File: src/rtl/rom_loader_if.sv
// Byte-stream and ROM write-port bundle for rom_loader.
// The master modport is the loader's view. The slave modport is the UART/ROM side.
interface rom_loader_if;
  logic        rx_valid_i;
  logic [7:0]  rx_data_i;
  logic        rx_ready_o;
  logic        mem_we_o;
  logic [31:0] mem_addr_o;
  logic [31:0] mem_data_o;
  logic [31:0] mem_data_i;

  modport master (
    input  rx_valid_i, rx_data_i, mem_data_i,
    output rx_ready_o, mem_we_o, mem_addr_o, mem_data_o
  );

  modport slave (
    output rx_valid_i, rx_data_i, mem_data_i,
    input  rx_ready_o, mem_we_o, mem_addr_o, mem_data_o
  );
endinterface

File: src/rtl/rom_loader.sv
// Boot loader: parses a length/payload/checksum byte frame and writes little-endian words into the ROM.
// Define ROM_LOADER_VERIFY_EN to read back and compare every written word.
module rom_loader #(
  parameter logic [31:0] ROM_BASE  = 32'h0000_0000,
  parameter int unsigned MAX_WORDS = 4096
) (
  input  logic         clk,
  input  logic         rst,
  input  logic         start_i,
  rom_loader_if.master bus,
  output logic         busy_o,
  output logic         done_o,
  output logic         err_o,
  output logic [1:0]   err_code_o
);

  typedef enum logic [2:0] {
    S_IDLE,
    S_HDR0,
    S_HDR1,
    S_BYTE,
    S_WRITE,
`ifdef ROM_LOADER_VERIFY_EN
    S_VERIFY,
`endif
    S_CSUM,
    S_DONE
  } state_e;

  localparam logic [1:0]  ErrLen    = 2'b01;
  localparam logic [1:0]  ErrSum    = 2'b10;
`ifdef ROM_LOADER_VERIFY_EN
  localparam logic [1:0]  ErrVerify = 2'b11;
`endif
  localparam logic [16:0] MaxWords  = 17'(MAX_WORDS);

  state_e      state_q, state_d;
  logic [15:0] count_q, count_d;
  logic [15:0] idx_q, idx_d;
  logic [1:0]  lane_q, lane_d;
  logic [31:0] word_q, word_d;
  logic [7:0]  csum_q, csum_d;
  logic        we_q, we_d;
  logic [31:0] addr_q, addr_d;
  logic [31:0] data_q, data_d;
  logic        busy_q, busy_d;
  logic        done_q, done_d;
  logic        err_q, err_d;
  logic [1:0]  code_q, code_d;

  logic        xfer;
  logic [15:0] lenRx;
  logic [15:0] idxInc;
  logic [31:0] wordIns;

  assign xfer   = bus.rx_valid_i & bus.rx_ready_o;
  assign lenRx  = {bus.rx_data_i, count_q[7:0]};
  assign idxInc = idx_q + 16'd1;

`ifndef ROM_LOADER_VERIFY_EN
  logic unusedMemData;
  assign unusedMemData = ^bus.mem_data_i;
`endif

  always_comb begin
    state_d = state_q;
    count_d = count_q;
    idx_d   = idx_q;
    lane_d  = lane_q;
    word_d  = word_q;
    csum_d  = csum_q;
    we_d    = 1'b0;
    addr_d  = addr_q;
    data_d  = data_q;
    code_d  = code_q;
    wordIns = word_q;
    wordIns[{lane_q, 3'b000} +: 8] = bus.rx_data_i;

    case (state_q)
      S_IDLE, S_DONE: begin
        if (start_i) begin
          state_d = S_HDR0;
          idx_d   = 16'd0;
          lane_d  = 2'd0;
          csum_d  = 8'd0;
          code_d  = 2'b00;
        end
      end
      S_HDR0: begin
        if (xfer) begin
          count_d[7:0] = bus.rx_data_i;
          state_d      = S_HDR1;
        end
      end
      S_HDR1: begin
        if (xfer) begin
          count_d = lenRx;
          if ({1'b0, lenRx} > MaxWords) begin
            code_d  = ErrLen;
            state_d = S_DONE;
          end else if (lenRx == 16'd0) begin
            state_d = S_CSUM;
          end else begin
            state_d = S_BYTE;
          end
        end
      end
      // The write strobe is registered, so address and data are launched as the 4th byte lands.
      S_BYTE: begin
        if (xfer) begin
          word_d = wordIns;
          csum_d = csum_q + bus.rx_data_i;
          lane_d = lane_q + 2'd1;
          if (lane_q == 2'd3) begin
            state_d = S_WRITE;
            we_d    = 1'b1;
            addr_d  = ROM_BASE + {14'd0, idx_q, 2'b00};
            data_d  = wordIns;
          end
        end
      end
      S_WRITE: begin
        idx_d = idxInc;
`ifdef ROM_LOADER_VERIFY_EN
        state_d = S_VERIFY;
`else
        state_d = (idxInc < count_q) ? S_BYTE : S_CSUM;
`endif
      end
`ifdef ROM_LOADER_VERIFY_EN
      S_VERIFY: begin
        if (bus.mem_data_i != data_q) begin
          code_d  = ErrVerify;
          state_d = S_DONE;
        end else begin
          state_d = (idx_q < count_q) ? S_BYTE : S_CSUM;
        end
      end
`endif
      S_CSUM: begin
        if (xfer) begin
          if (bus.rx_data_i != csum_q) code_d = ErrSum;
          state_d = S_DONE;
        end
      end
      default: state_d = S_IDLE;
    endcase

    busy_d = (state_d != S_IDLE) && (state_d != S_DONE);
    done_d = (state_d == S_DONE);
    err_d  = (state_d == S_DONE) && (code_d != 2'b00);
  end

  always_ff @(posedge clk) begin
    if (!rst) begin
      state_q <= S_IDLE;
      count_q <= 16'd0;
      idx_q   <= 16'd0;
      lane_q  <= 2'd0;
      word_q  <= 32'd0;
      csum_q  <= 8'd0;
      we_q    <= 1'b0;
      addr_q  <= 32'd0;
      data_q  <= 32'd0;
      busy_q  <= 1'b0;
      done_q  <= 1'b0;
      err_q   <= 1'b0;
      code_q  <= 2'b00;
    end else begin
      state_q <= state_d;
      count_q <= count_d;
      idx_q   <= idx_d;
      lane_q  <= lane_d;
      word_q  <= word_d;
      csum_q  <= csum_d;
      we_q    <= we_d;
      addr_q  <= addr_d;
      data_q  <= data_d;
      busy_q  <= busy_d;
      done_q  <= done_d;
      err_q   <= err_d;
      code_q  <= code_d;
    end
  end

  assign bus.rx_ready_o = (state_q == S_HDR0) || (state_q == S_HDR1) ||
                          (state_q == S_BYTE) || (state_q == S_CSUM);
  assign bus.mem_we_o   = we_q;
  assign bus.mem_addr_o = addr_q;
  assign bus.mem_data_o = data_q;
  assign busy_o         = busy_q;
  assign done_o         = done_q;
  assign err_o          = err_q;
  assign err_code_o     = code_q;

endmodule

File: src/flat_wrapper.sv
// flat-port wrapper written by rule: the top's interface ports become plain ports
module rom_loader_flat 
#(
  parameter logic [31:0] ROM_BASE  = 32'h0000_0000,
  parameter int unsigned MAX_WORDS = 4096
)
  (clk, rst, start_i, busy_o, done_o, err_o, err_code_o, bus_rx_valid_i, bus_rx_data_i, bus_mem_data_i, bus_rx_ready_o, bus_mem_we_o, bus_mem_addr_o, bus_mem_data_o);
  rom_loader_if bus_i ();
  input  logic clk;
  input  logic rst;
  input  logic start_i;
  output logic busy_o;
  output logic done_o;
  output logic err_o;
  output logic [1:0] err_code_o;
  input wire logic [$bits(bus_i.rx_valid_i)-1:0] bus_rx_valid_i;
  input wire logic [$bits(bus_i.rx_data_i)-1:0] bus_rx_data_i;
  input wire logic [$bits(bus_i.mem_data_i)-1:0] bus_mem_data_i;
  output wire logic [$bits(bus_i.rx_ready_o)-1:0] bus_rx_ready_o;
  output wire logic [$bits(bus_i.mem_we_o)-1:0] bus_mem_we_o;
  output wire logic [$bits(bus_i.mem_addr_o)-1:0] bus_mem_addr_o;
  output wire logic [$bits(bus_i.mem_data_o)-1:0] bus_mem_data_o;
  assign bus_i.rx_valid_i = bus_rx_valid_i;
  assign bus_i.rx_data_i = bus_rx_data_i;
  assign bus_i.mem_data_i = bus_mem_data_i;
  assign bus_rx_ready_o = bus_i.rx_ready_o;
  assign bus_mem_we_o = bus_i.mem_we_o;
  assign bus_mem_addr_o = bus_i.mem_addr_o;
  assign bus_mem_data_o = bus_i.mem_data_o;
  rom_loader #(.ROM_BASE(ROM_BASE), .MAX_WORDS(MAX_WORDS)) u_core (.clk(clk), .rst(rst), .start_i(start_i), .bus(bus_i), .busy_o(busy_o), .done_o(done_o), .err_o(err_o), .err_code_o(err_code_o));
endmodule
File: config.mk
export PLATFORM = sky130hd
export DESIGN_NAME = rom_loader_flat
export DESIGN_NICKNAME = d
export VERILOG_FILES = /design/src/rtl/rom_loader_if.sv /design/src/rtl/rom_loader.sv /design/src/flat_wrapper.sv
export SDC_FILE = /design/constraint.sdc
export NUM_CORES = 1
export LEC_CHECK = 0
export ABC_AREA = 0
export CAP_MARGIN = 10
export CORE_ASPECT_RATIO = 1.1
export CORE_MARGIN = 5
export CORE_UTILIZATION = 48
export CTS_CLUSTER_SIZE = 40
export DETAILED_ROUTE_END_ITERATION = 12
export PLACE_DENSITY = 0.76
export SYNTH_ARGS = -nofsm -noshare
export SYNTH_HDL_FRONTEND = slang
export SYNTH_SLANG_ARGS = --single-unit
File: constraint.sdc
create_clock -name clk -period 2.85 [get_ports clk]
set_input_delay 0.4275 -clock clk [delete_from_list [all_inputs] [get_ports clk]]
set_output_delay 0.4275 -clock clk [all_outputs]
set_load 0.03 [all_outputs]
======== Word level (Yosys, flattened, before mapping) ========
Cells that the tools add are included.
storage, ports and cells
  input port bits ......................... 44
  memories ................................ 0
  bits in registers ....................... 131
  ROM bits ................................ 0
  bits in latches ......................... 0
  bits in writable memories ............... 0
operators by class
  add/sub/neg operators ................... 4
  bitwise operators ....................... 2
  eq/ne operators ......................... 12
  div/mod/pow operators ................... 0
  multipliers ............................. 0
  shift-type cells ........................ 2
  reductions and logical operators ........ 19
  magnitude comparators ................... 2
  mux-type cells .......................... 28
operator list
  kind                    number
  $bwmux 32               1
  $pmux 16 s2             1
  $pmux 8 s2              2
  $shift 8x7->32 const A  1
  $shiftx 8x7->32         1
  $mux 3                  9
  $mux 8                  3
  $pmux 3 s6              1
  $add 16x1->16 const B   1
  $gt 16x13->1 const B    1
  $logic_not 16->1        1
  $lt 16x16->1            1
  $mux 16                 1
  $mux 2                  7
  $eq 3x3->1 const B      4
  $reduce_and 3->1        4
  $add 8x8->8             1
  $ne 8x8->1              1
  $neg 5->7               1
  $eq 3x2->1 const B      2
  $pmux 2 s3              1
  $reduce_and 2->1        3
  $reduce_bool 2->1       3
  $pmux 2 s2              1
  other kinds (14)        17

======== Depth between registers and ports, before layout ========
  depth in word-level cells ............... 9
  gate-level depth with buffers ........... 13
  mapped depth without buffers ............ 12

======== Worst setup path before layout ========
OpenSTA, ideal clock, no wires.
  kind .................................... reg2reg
  from .................................... reg u_core.idx_q[2]
  to ...................................... reg u_core.busy_q (netlist: u_core.busy_o)
  cell stages (with the launch flop) ...... 13
  path buffers ............................ 0
  setup slack ............................. 188 ps
  arrival time ............................ 2528 ps
  cell sequence ........................... dfxtp_1 and3_1 and4_2 and2_4 nand3_1 xnor2_1 ha_1 a21oi_1 o21ai_0 a221oi_1 o211ai_2 xnor2_1 a21oi_1
on the way
  longest elaborated chain between the ends .. 6
RTL lines
  what                                                    line               source
  from (decl)                                             rom_loader.sv:39   logic [15:0] idx_q, idx_d;
  from (signal assigned)                                  rom_loader.sv:172  idx_q <= idx_d;
  $add 16x1->16 *                                         rom_loader.sv:58   assign idxInc = idx_q + 16'd1;
  $lt 16x16->1 *                                          rom_loader.sv:127  state_d = (idxInc < count_q) ? S_BYTE : S_CSUM;
  $mux 3 *                                                rom_loader.sv:127
  $pmux 3 s6 *                                            rom_loader.sv:79   case (state_q)
  $ne 3x3->1 / $reduce_bool 3->1 (equally long branches)  rom_loader.sv:149  busy_d = (state_d != S_IDLE) && (state_d != S_DONE);
  $logic_and 1x1->1 *                                     rom_loader.sv:149
  to (signal assigned)                                    rom_loader.sv:179  busy_q <= busy_d;
  to (decl)                                               rom_loader.sv:46   logic busy_q, busy_d;
Every way passes the cells marked *; elsewhere a longest branch is shown, timed or not.
A chain may end at the register's enable or synchronous reset.

======== Worst setup path in the final report ========
  from .................................... reg u_core.idx_q[3]
  to ...................................... reg u_core.done_q (netlist: u_core.done_o)
on the way
  longest elaborated chain between the ends .. 5
RTL lines
  what                  line               source
  $add 16x1->16         rom_loader.sv:58
  $lt 16x16->1          rom_loader.sv:127
  $mux 3                rom_loader.sv:127
  $pmux 3 s6            rom_loader.sv:79
  $eq 3x3->1            rom_loader.sv:150  done_d = (state_d == S_DONE);
  to (signal assigned)  rom_loader.sv:180  done_q <= done_d;
  to (decl)             rom_loader.sv:47   logic done_q, done_d;
No other way between the ends.

==> metrics list <==
- Relative slew slack: 0.3178
- Total power for the finished layout comes to 4654 uW.
* Clock H-tree levels: 4
- The hold violation total from the final report came to 0.
- Slew @ Worst Pin: 1020 ps
* Cell at the slowest stage of the critical path: sky130_fd_sc_hd__dfxtp_1
- Avg Inst Size Synth: 8.561 sq um
- Including well taps, the total number of placed cells is 956.
- HPWL reported at the end of detailed placement: 9787 microns
- TritonCTS built the clock tree.
- The tool flagged a number of max-cap violations equal to 0.
* Pint: 3503 uW
- CP Data Required Time: 3170 ps
- Final number of max-transition violations: 0
* Fmax achieved: 371.8 MHz
- The flow ran to the end, and the final reports show no timing, DRC or antenna violations.
- The worst register-to-register path has a depth of 12.
- Endpoint type of the worst setup path: flop
- Number of standard-cell rows in the floorplan: 44
- Worst R2R Start: u_core.idx_q[3]
- Across the whole layout, storage elements account for 2624 sq um.
- After routing, the total negative slack on setup checks comes to 0 ps.
- Aggregate routed wire length: 14590 microns
- Largest net degree at the start of global routing: 90
- Worst Hold Path EP: u_core.bus.mem_addr_o[13]
- Min setup slack post-route: 160.6 ps
- Top delay family on crit path: simple AND/OR/NAND/NOR gates
- Switching share of power: 0.2473
- In this run, CTS created clock tree buffers numbering 17.
- Share of final-layout standard cells stronger than drive strength 1: 0.1173
* Die height: 131.1 microns
- After synthesis, the cell types taking the most area are sky130_fd_sc_hd__dfxtp_1 (41%), sky130_fd_sc_hd__nor2_1 (6.3%), sky130_fd_sc_hd__ha_1 (5.7%).
* Post-synth EDFFs: 0
- After clock tree synthesis, the clock-pin slew on the worst setup and hold paths is 60 ps.
- Summing every instance area after synthesis gives 6395 sq um.
- Routability-driven placement finished with a final weighted congestion of 0.8286.
- Top-Level Pins: 115
* Via count of the first global-routing pass: 5170
- Worst voltage drop across the vdd grid: 0.3586 mV
- The count of buffers added on input and output ports is 66.
* Synth warn: 0
* Worst setup slack for register-to-register paths: 160 ps
- Biggest area consumer among synthesized cells: sky130_fd_sc_hd__dfxtp_1
- Count of different cell masters after synthesis: 61
- Of the available clock period, the critical path in the final layout requires 0.9437.
- In this run the most critical hold path is launched from u_core.bus.mem_addr_o[13].
- Clock share of power: 0.507
- Post-route insts no fill: 988
- CP arrival: 3010 ps
* Cell count of the worst hold path: 2
- Flip-flop and latch count after synthesis: 131
- In the final design database the tool counted 888 nets.
* RSZ-0062 raised after global routing: no
* Core ar.: 13160 sq um
* Dpl ws: 47.91 ps
* Global router's overall resource usage: 0.1926
- Clock Tree Buf Depth: 2
- After detailed routing, the number of vias per cell comes to 5.455.
* CP Cell Sequence: and3_4 > and4_2 > and2_4 > nand3_1 > xnor2_1 > ha_1 > nand4_1 > a211oi_2 > a21oi_2 > a21o_1 > and2_4 > and3_1
- Setup skew after layout: 8.448 ps
- Hold timing on the final database bottoms out at a slack of 449.4 ps.
- Chip width: 120.1 microns
* Post CTS Setup Buffer Count: 0
- Buffers and inverters on the worst path: 0
- Power density relative to cell area: 590.5 nW/um^2
- Setup violations remaining at the end of the flow were counted as 0.
- The first global-routing pass estimated 24430 microns of wire.
- STA classifies the critical path startpoint as a flop.
- The detail route stage leaves a number of antenna-violating nets equal to 0.
* Post-route DRC: 0
* Portion of total power attributed to sequential cells: 0.407
- Crit Path Category: reg -> reg
- FILL cells: 1152
- Psw: 1151 uW
- The clock net in this run drives a total of 131 sinks.
- Total overflow reported by the global router: 0
- Before antenna repair, the detailed router went through 4 iterations.
* Final routed wire length divided by cell count: 14.77 microns
- Maximum net fanout on the critical path: 5
- Comb pwr share: 0.086
- For this configuration, the core starts out at a cell density of 0.4860.
* Synth cell count leaders: sky130_fd_sc_hd__dfxtp_1 (131), sky130_fd_sc_hd__nor2_1 (108), sky130_fd_sc_hd__nand2_1 (87), sky130_fd_sc_hd__a21oi_1 (55)
* Initial DRC Count: 371
* Most frequent cell after synthesis: sky130_fd_sc_hd__dfxtp_1
- Number of antenna diodes: 0
* Synth Instances: 747
- Among all flip-flop cells after synthesis, the most frequent one is sky130_fd_sc_hd__dfxtp_1.
* Leakage power figure: 0.002946 uW
- The area growth from synthesis to layout is 23.24%.
* Number of antenna violations at the first check in global routing: 0
* Post-synth top area share: 0.4101
- CP dominant cell by count: sky130_fd_sc_hd__and2_4
- Clock root buffer: sky130_fd_sc_hd__clkbuf_16
- Endpoint of the most critical register-to-register path: u_core.done_o
- The die covers 15730 sq um.
- For the worst-skew pair, the clock arrives at the later sink with an insertion delay of 430 ps.
* Final period demand of the worst path: 2689 ps
* Delay of the slowest cell on the worst path: 330 ps
- Summing all multi-input logic gate instances after layout gives 3398 sq um.
- Counting flops with an async set or reset pin after synthesis yields a share of 0.
- Hold Path Class: reg -> reg
- The routed layout has 5390 vias.
- The share of the Yosys chip area taken by registers is 0.4101.
cell families after synthesis:
kind of cell             after synthesis  synth area share
AO/OA/AOI/OAI                        184            0.1976
XOR/XNOR                              23           0.03150
adder cells (fa/ha/maj)               30           0.05987
buffers and inverters                 88           0.07161
flip-flops                           131            0.4101
multiplexers                          10           0.01585
other                                  1         0.0005864
AND/OR/NAND/NOR                      280            0.2129
worst max path at each step:
stage               cells past startpoint              from  slack, ps               end
detailed placement                      9  bus_rx_data_i[1]         50  u_core.csum_q[7]
finish                                 12   u_core.idx_q[3]        160     u_core.done_o
global placement                       12   u_core.idx_q[4]        120     u_core.done_o
global route                           12   u_core.idx_q[3]         20     u_core.busy_o
CTS                                    12   u_core.idx_q[3]         50     u_core.done_o
floorplan                              12   u_core.idx_q[2]        190     u_core.busy_o
routing by layer:
metal | vias to the layer above | GRT usage | share of wire
li1 | 2724 | - | -
met1 | 2533 | 0.2386 | 0.45
met2 | 106 | 0.3247 | 0.49
met3 | 27 | 0.04506 | 0.042
met4 | 0 | 0.08086 | 0.023
met5 | - | 0 | 0
layout make-up:
cell class                      count  share of cell area
Clock inverter                     14             0.02556
Sequential cell                   131              0.3329
Timing Repair Buffer               99              0.1184
Inverter                           22             0.01064
Clock buffer                       18             0.05572
Tap cell                          161             0.02556
Multi-Input combinational cell    543              0.4312
stage by stage:
step,instance area (sq um),utilization
3_5_place_dp,7214,0.5483
5_1_grt,7881,0.5990
2_1_floorplan,6451,-
4_1_cts,7855,0.5970
3_3_place_gp,7214,0.5483
6_report,7881,0.5990
power groups by stage:
stage,registers [uW],clock network [uW],logic (uW)
6_report,1890,2360,402
2_1_floorplan,1920,0,311
5_1_grt,1900,2480,440
4_1_cts,1890,2390,396
3_3_place_gp,1930,0,389
3_5_place_dp,1930,0,394
worst min-delay path: stages (launching register included):
cell	delay, ps
sky130_fd_sc_hd__dfxtp_1	300
sky130_fd_sc_hd__nand2_1	50
sky130_fd_sc_hd__a21oi_1	50
registers in the layout, indices dropped and copies added (netlist names):
register               cells
u_core.err_o               1
u_core.busy_o              1
u_core.state_q             3
u_core.csum_q              8
u_core.lane_q              2
u_core.bus.mem_data_o     32
u_core.idx_q              16
u_core.bus.mem_we_o        1
u_core.done_o              1
u_core.count_q            16
u_core.word_q             32
u_core.bus.mem_addr_o     16
u_core.err_code_o          2
cell usage in the layout (no fill, tap or decap), types with 26 or more instances in the layout:
| master | n |
|---|---|
| sky130_fd_sc_hd__dfxtp_1 | 130 |
| sky130_fd_sc_hd__nor2_1 | 107 |
| sky130_fd_sc_hd__nand2_1 | 87 |
| sky130_fd_sc_hd__clkdlybuf4s50_1 | 66 |
| sky130_fd_sc_hd__a21oi_1 | 54 |
| sky130_fd_sc_hd__a22oi_1 | 33 |
| sky130_fd_sc_hd__a211oi_1 | 32 |
| sky130_fd_sc_hd__buf_4 | 31 |
| sky130_fd_sc_hd__ha_1 | 29 |
| sky130_fd_sc_hd__nor3_1 | 26 |
what timing repair did:
item / in CTS / in global routing
endpoints found under the setup margin: 0 / 4
hold buffers: 0 / 0
gates resized for setup: 0 / 8
Note: power is estimated with default switching activity, not from simulation.
